===== src/rtl/ex_muldiv_unit.sv =====
// Iterative RV32M multiply/divide unit for the EX stage; stalls the front end while busy.
// Optional `MULDIV_FAST_MUL_EN` gives MUL* ops a single-cycle product path.
module ex_muldiv_unit #(
  parameter int unsigned XLEN = 32
) (
  input  logic            CLK,
  input  logic            Reset,
  input  logic            start,
  input  logic [2:0]      func3,
  input  logic [XLEN-1:0] Data1,
  input  logic [XLEN-1:0] Data2,
  input  logic [4:0]      rd,
  input  logic            flush,
  output logic            stall,
  output logic            busy,
  output logic            result_valid,
  output logic [XLEN-1:0] result,
  output logic [4:0]      rd_out
);

  localparam int unsigned CntW = $clog2(XLEN);
  localparam logic [CntW-1:0] LastCnt = CntW'(XLEN - 1);
  localparam logic [XLEN-1:0] MinNeg = {1'b1, {(XLEN-1){1'b0}}};

  typedef enum logic [1:0] {StIdle, StBusy, StDone} state_e;

  state_e            state_q, state_d;
  logic [CntW-1:0]   cnt_q, cnt_d;
  logic [2:0]        op_q, op_d;
  logic [4:0]        rd_q, rd_d;
  logic              neg_q, neg_d;
  logic [XLEN-1:0]   hi_q, hi_d;
  logic [XLEN-1:0]   lo_q, lo_d;
  logic [XLEN-1:0]   b_q, b_d;
  logic [XLEN-1:0]   result_q, result_d;
  logic [4:0]        rd_out_q, rd_out_d;

  // Operand decode for the incoming instruction
  logic            is_div_in, a_signed_in, b_signed_in, a_neg_in, b_neg_in, res_neg_in;
  logic [XLEN-1:0] a_mag, b_mag;
  logic            div_zero, div_ovf;
  logic [XLEN-1:0] special_res;

  always_comb begin
    is_div_in   = func3[2];
    a_signed_in = (func3 == 3'b001) || (func3 == 3'b010) ||
                  (func3 == 3'b100) || (func3 == 3'b110);
    b_signed_in = (func3 == 3'b001) || (func3 == 3'b100) || (func3 == 3'b110);
    a_neg_in    = a_signed_in & Data1[XLEN-1];
    b_neg_in    = b_signed_in & Data2[XLEN-1];
    a_mag       = a_neg_in ? -Data1 : Data1;
    b_mag       = b_neg_in ? -Data2 : Data2;
    // Remainder takes the dividend's sign; everything else the XOR of both signs
    res_neg_in  = (is_div_in && func3[1]) ? a_neg_in : (a_neg_in ^ b_neg_in);
    div_zero    = is_div_in && (Data2 == '0);
    div_ovf     = is_div_in && !func3[0] && (Data1 == MinNeg) && (Data2 == '1);
    if (div_zero) begin
      special_res = func3[1] ? Data1 : '1;
    end else begin
      special_res = func3[1] ? '0 : MinNeg;
    end
  end

`ifdef MULDIV_FAST_MUL_EN
  logic [2*XLEN-1:0] fast_prod, fast_fix;
  logic [XLEN-1:0]   fast_res;

  always_comb begin
    fast_prod = {{XLEN{1'b0}}, a_mag} * {{XLEN{1'b0}}, b_mag};
    fast_fix  = res_neg_in ? -fast_prod : fast_prod;
    fast_res  = (func3 == 3'b000) ? fast_fix[XLEN-1:0] : fast_fix[2*XLEN-1:XLEN];
  end
`endif

  // One radix-2 step: hi/lo form the product (multiply) or remainder/quotient (divide)
  logic [XLEN:0]     mul_sum, div_shift, div_diff;
  logic              div_ok;
  logic [XLEN-1:0]   step_hi, step_lo;
  logic [2*XLEN-1:0] prod, prod_fix;
  logic [XLEN-1:0]   div_sel, div_fix, final_res;

  always_comb begin
    mul_sum   = {1'b0, hi_q} + (lo_q[0] ? {1'b0, b_q} : '0);
    div_shift = {hi_q, lo_q[XLEN-1]};
    div_diff  = div_shift - {1'b0, b_q};
    div_ok    = ~div_diff[XLEN];
    if (op_q[2]) begin
      step_hi = div_ok ? div_diff[XLEN-1:0] : div_shift[XLEN-1:0];
      step_lo = {lo_q[XLEN-2:0], div_ok};
    end else begin
      step_hi = mul_sum[XLEN:1];
      step_lo = {mul_sum[0], lo_q[XLEN-1:1]};
    end
    prod     = {step_hi, step_lo};
    prod_fix = neg_q ? -prod : prod;
    div_sel  = op_q[1] ? step_hi : step_lo;
    div_fix  = neg_q ? -div_sel : div_sel;
    if (op_q[2]) begin
      final_res = div_fix;
    end else if (op_q == 3'b000) begin
      final_res = prod_fix[XLEN-1:0];
    end else begin
      final_res = prod_fix[2*XLEN-1:XLEN];
    end
  end

  always_comb begin
    state_d  = state_q;
    cnt_d    = cnt_q;
    op_d     = op_q;
    rd_d     = rd_q;
    neg_d    = neg_q;
    hi_d     = hi_q;
    lo_d     = lo_q;
    b_d      = b_q;
    result_d = result_q;
    rd_out_d = rd_out_q;
    unique case (state_q)
      StIdle: begin
        if (start && !flush) begin
          op_d  = func3;
          rd_d  = rd;
          neg_d = res_neg_in;
          hi_d  = '0;
          lo_d  = a_mag;
          b_d   = b_mag;
          cnt_d = '0;
          if (div_zero || div_ovf) begin
            result_d = special_res;
            rd_out_d = rd;
            state_d  = StDone;
          end
`ifdef MULDIV_FAST_MUL_EN
          else if (!func3[2]) begin
            result_d = fast_res;
            rd_out_d = rd;
            state_d  = StDone;
          end
`endif
          else begin
            state_d = StBusy;
          end
        end
      end
      StBusy: begin
        if (flush) begin
          state_d = StIdle;
        end else begin
          hi_d  = step_hi;
          lo_d  = step_lo;
          cnt_d = cnt_q + CntW'(1);
          if (cnt_q == LastCnt) begin
            result_d = final_res;
            rd_out_d = rd_q;
            state_d  = StDone;
          end
        end
      end
      // start still shows the retiring instruction here, so it is ignored
      StDone:  state_d = StIdle;
      default: state_d = StIdle;
    endcase
  end

  always_ff @(posedge CLK) begin
    if (!Reset) begin
      state_q  <= StIdle;
      cnt_q    <= '0;
      op_q     <= '0;
      rd_q     <= '0;
      neg_q    <= 1'b0;
      hi_q     <= '0;
      lo_q     <= '0;
      b_q      <= '0;
      result_q <= '0;
      rd_out_q <= '0;
    end else begin
      state_q  <= state_d;
      cnt_q    <= cnt_d;
      op_q     <= op_d;
      rd_q     <= rd_d;
      neg_q    <= neg_d;
      hi_q     <= hi_d;
      lo_q     <= lo_d;
      b_q      <= b_d;
      result_q <= result_d;
      rd_out_q <= rd_out_d;
    end
  end

  // Nothing is captured while Reset is low, so the front end must not be held
  assign stall        = Reset & (((state_q == StIdle) & start & ~flush) | (state_q == StBusy));
  assign busy         = (state_q != StIdle);
  assign result_valid = (state_q == StDone);
  assign result       = result_q;
  assign rd_out       = rd_out_q;

endmodule

===== config.mk =====
export PLATFORM = sky130hd
export DESIGN_NAME = ex_muldiv_unit
export DESIGN_NICKNAME = d
export VERILOG_FILES = /design/src/rtl/ex_muldiv_unit.sv
export SDC_FILE = /design/constraint.sdc
export NUM_CORES = 1
export LEC_CHECK = 0
export CAP_MARGIN = 20
export CORE_MARGIN = 2
export CORE_UTILIZATION = 30
export DETAILED_ROUTE_END_ITERATION = 8
export PLACE_DENSITY_LB_ADDON = 0.25
export SYNTH_ARGS = -nofsm -noshare
export SYNTH_HDL_FRONTEND = slang
export SYNTH_SLANG_ARGS = --single-unit

===== constraint.sdc =====
create_clock -name CLK -period 12.1 [get_ports CLK]
set_clock_uncertainty 0.05 [all_clocks]
set_input_delay 1.815 -clock CLK [delete_from_list [all_inputs] [get_ports CLK]]
set_output_delay 1.815 -clock CLK [all_outputs]
set_load 0.01 [all_outputs]

==> metrics.log <==
INFO  metric status = completed
INFO  metric gp_routability_congestion = 0.9366
INFO  metric power.total = 1.739 mW
INFO  metric h-tree-depth = 4
INFO  metric clock-root-buffer = clkbuf_16
INFO  metric synth_area = 0.01714 mm2
INFO  metric syn2layout_area_growth = 13.33%
INFO  metric grt_pass1_vias = 18,080
INFO  metric synth-seq-cells = 149
INFO  metric path_max_fanout = 7
INFO  metric drv_cap = 0
INFO  metric nets = 2,572
INFO  metric kind_of_launch_point_of_the_worst_setup_path = register
INFO  metric antenna_violating_nets_left = 0
INFO  metric fraction_of_layout_instances_using_a_drive_strength_above_1 = 5.747%
INFO  metric syn_nets = 2,578
INFO  metric number_of_cts_inserted_buffers = 17
INFO  metric slew_violations = 0
INFO  metric required_time_worst_endpoint = 12.49 ns
INFO  metric floorplan.initialDensity = 30.39%
INFO  metric clock_network_fraction_of_design_power = 33.4%
INFO  metric finalSetupViolations = 0
INFO  metric wirelength = 78.39 mm
INFO  metric n_antenna_cell = 0
INFO  metric cellLeakagePower = 7.236 nW
INFO  metric post-cts-setup-buffers = 0
INFO  metric clock_insertion_delay_worst_skew = 0.51 ns
INFO  metric tns = 0 ns
INFO  metric antenna_found_initial = 1
INFO  metric area_occupied_by_multi_input_gates = 0.01323 mm2
INFO  metric finalHoldViolCount = 0
INFO  metric routed_wire_length_per_instance = 24.56 um
INFO  metric chipWidth = 243.0 um
INFO  metric via_count = 19,450
INFO  metric area_of_the_die = 0.05904 mm2
INFO  metric post_cts_hold_buffer_count = 0
INFO  metric switching_power = 704.1 uW
INFO  metric synth-edff-count = 0
INFO  metric drt-pass1-iter-count = 5
INFO  metric timing.final.crit_period = 7.295 ns
INFO  metric period_share = 60.29%
INFO  metric hold_path_class = reg -> reg
INFO  metric cellInternalPower = 1.035 mW
INFO  metric synthDistinctLibCells = 98
INFO  metric worst_setup_path_end_kind = register
INFO  metric postSynth.asyncResetShare = 0%
INFO  metric sequential_cell_area = 0.002988 mm2
INFO  metric port_buffers = 115
INFO  metric floorplan.die.height = 243.0 um
INFO  metric area_of_the_core_region = 0.05639 mm2
INFO  metric clk_pin_slew_worst_paths = 0.08 ns
INFO  metric cts-root-to-sink-buffers = 2
INFO  metric sequential_fraction_of_design_power = 31.2%
INFO  metric post-route-util = 34.44%
INFO  metric tritoncts_num_sinks = 149
INFO  metric synth_cells = 2,429
INFO  metric slew_at_the_pin_closest_to_its_max_slew_limit = 1.091 ns
INFO  metric tritoncts = yes
INFO  metric hold-worst-slack = 0.4205 ns
INFO  metric critPathKind = reg -> reg
INFO  metric hpwl = 60.17 mm
INFO  metric cellPowerDensity = 89.53 mW/mm2
INFO  metric power.share.switching = 40.50%
INFO  metric drtIter0Drc = 2,065
INFO  metric grt_pass1_wl = 116.8 mm
INFO  metric postSynthAreaPerCell = 7.054 um2
INFO  metric synth-seq-area-share = 17.41%
INFO  metric fmaxAchievable = 0.1371 GHz
INFO  metric vdd_drop_max = 0.08515 mV
INFO  metric grt_start_max_net_pins = 78
INFO  metric final_common_cell = nand2_1
INFO  metric most-common-layout-cells = nand2_1, o21ai_0, nor2_1, a21oi_1, dfxtp_1
INFO  metric floorplan.rows = 87
INFO  metric drc = 0
INFO  metric combinational_power_share = 35.4%
INFO  metric nFillCells = 6,167
INFO  metric grt_setup_unrepaired = false
INFO  metric synthesis.yosys.warnings = 0
INFO  metric postCtsResizedCells = 0
INFO  metric grtUsageTotal = 25.86%
INFO  metric gr-total-overflow = 0
INFO  metric cp.arrival = 7.68 ns
INFO  metric routed_via_density = 6.092
INFO  metric floorplan.io_pins = 116
INFO  metric postSynth.topFlopCell = dfxtp_1
INFO  metric max_slew_margin = 26.53%
[final cells by class]
| cell class | instances | area share [%] |
|---|---|---|
| clock buffers | 19 | 2.281 |
| repair buffers | 147 | 7.152 |
| well taps | 756 | 4.871 |
| flip-flops and latches | 149 | 15.39 |
| clock inverters | 13 | 0.7731 |
| inverters | 73 | 1.411 |
| multi-input cells | 2035 | 68.13 |
[synth_stat cells (11+ instances only)]
| cell type | number | area share, % |
|---|---|---|
| a311oi_1 | 12 | 0.61 |
| a211o_1 | 12 | 0.61 |
| o21bai_1 | 11 | 0.48 |
| nor4_1 | 20 | 0.73 |
| a21oi_1 | 174 | 5.1 |
| a31oi_1 | 41 | 1.5 |
| nand3_1 | 42 | 1.2 |
| o211ai_1 | 61 | 2.7 |
| a21o_1 | 18 | 0.79 |
| nand4_1 | 46 | 1.7 |
| and2_1 | 56 | 2.0 |
| o22ai_1 | 12 | 0.44 |
| nor2_1 | 183 | 4.0 |
| o31ai_1 | 36 | 1.6 |
| xnor2_1 | 84 | 4.3 |
| dfxtp_1 | 149 | 17 |
| o211a_1 | 41 | 2.4 |
| nand2_1 | 312 | 6.8 |
| o311ai_0 | 11 | 0.56 |
| o41ai_1 | 11 | 0.56 |
| nor2b_1 | 48 | 1.8 |
| nand2b_1 | 12 | 0.44 |
| clkbuf_1 | 134 | 2.9 |
| a211oi_1 | 44 | 1.9 |
| o21ai_0 | 187 | 5.5 |
| and3_1 | 17 | 0.62 |
| a22oi_1 | 27 | 1.2 |
| xor2_1 | 59 | 3.0 |
| or3_1 | 25 | 0.91 |
| nor3b_1 | 12 | 0.53 |
| or2_2 | 12 | 0.44 |
| buf_2 | 18 | 0.53 |
| mux2_2 | 21 | 1.4 |
| inv_1 | 71 | 1.6 |
| o21a_1 | 19 | 0.83 |
| a21boi_0 | 43 | 1.9 |
| ha_1 | 71 | 5.2 |
| nor3_1 | 53 | 1.5 |
| mux2i_1 | 51 | 3.0 |
| buf_1 | 18 | 0.39 |
[worst max-delay path, cell delays in order (launching register included)]
cell and delay [ns]:
dfxtp_1 0.37, inv_1 0.12, ha_1 0.22, inv_1 0.07, fa_1 0.42, a211oi_1 0.27
o211ai_1 0.21, a221oi_4 0.53, or3_1 0.24, o211ai_1 0.26, inv_1 0.24, ha_1 0.22
o21ai_0 0.22, or4_1 0.65, nor2_1 0.23, nand2_1 0.13, nor4b_1 0.68, nand2_1 0.18
nor3_1 0.66, nand4_1 0.43, o311ai_0 0.47, o2111ai_1 0.16, a31oi_1 0.18
[metal layers]
| layer | part of all wire [%] | GRT usage (%) | up-vias |
|---|---|---|---|
| li1 | - | - | 9010 |
| met2 | 46 | 42.39 | 796 |
| met3 | 6.0 | 3.439 | 125 |
| met5 | 0 | 0 | - |
| met4 | 3.5 | 9.816 | 0 |
| met1 | 44 | 34.41 | 9515 |
[cell families (layout without fill, tap and decap cells)]
kind of cell,Yosys count,count (layout),synth area share [%]
AO/OA/AOI/OAI,855,855,33.95
XOR/XNOR,143,143,7.309
adder cells (fa/ha/maj),73,73,5.418
buffers and inverters,245,252,5.549
flip-flops,149,149,17.41
multiplexers,78,78,5.038
AND/OR/NAND/NOR,886,886,25.33
[flip-flops by register name (all words and copies together), names as in the netlist]
register	count
b_q	32
op_q	3
rd_q	5
cnt_q	5
neg_q	1
result	32
rd_out	5
hi_q	32
lo_q	32
state_q	2
[power by group through the flow]
| stage | registers, mW | clock network, mW | logic (mW) |
|---|---|---|---|
| 3_5_place_dp | 0.553 | 0 | 0.598 |
| 6_report | 0.543 | 0.581 | 0.615 |
| 3_3_place_gp | 0.552 | 0 | 0.597 |
| 2_1_floorplan | 0.533 | 0 | 0.407 |
| 5_1_grt | 0.545 | 0.610 | 0.662 |
| 4_1_cts | 0.542 | 0.590 | 0.601 |
[final timing paths]
check            from         end  slack (ns)  cells after the start
min reg2reg   rd_q[3]     rd_q[3]        0.42                      2
min           rd_q[3]     rd_q[3]        0.42                      2
max reg2reg  lo_q[31]  result[26]        4.81                     22
max          lo_q[31]  result[26]        4.81                     22
[through the flow]
| stage | cells | worst slack (ns) | area, um2 |
|---|---|---|---|
| floorplan | 2429 | 6.811 | 17140 |
| global placement | 3160 | 5.373 | 18830 |
| detailed placement | 3160 | 4.986 | 18830 |
| CTS | 3192 | 4.941 | 19420 |
| global route | 3192 | 4.279 | 19420 |
| finish | 3192 | 4.805 | 19420 |
(Power assumes the default switching activity.)
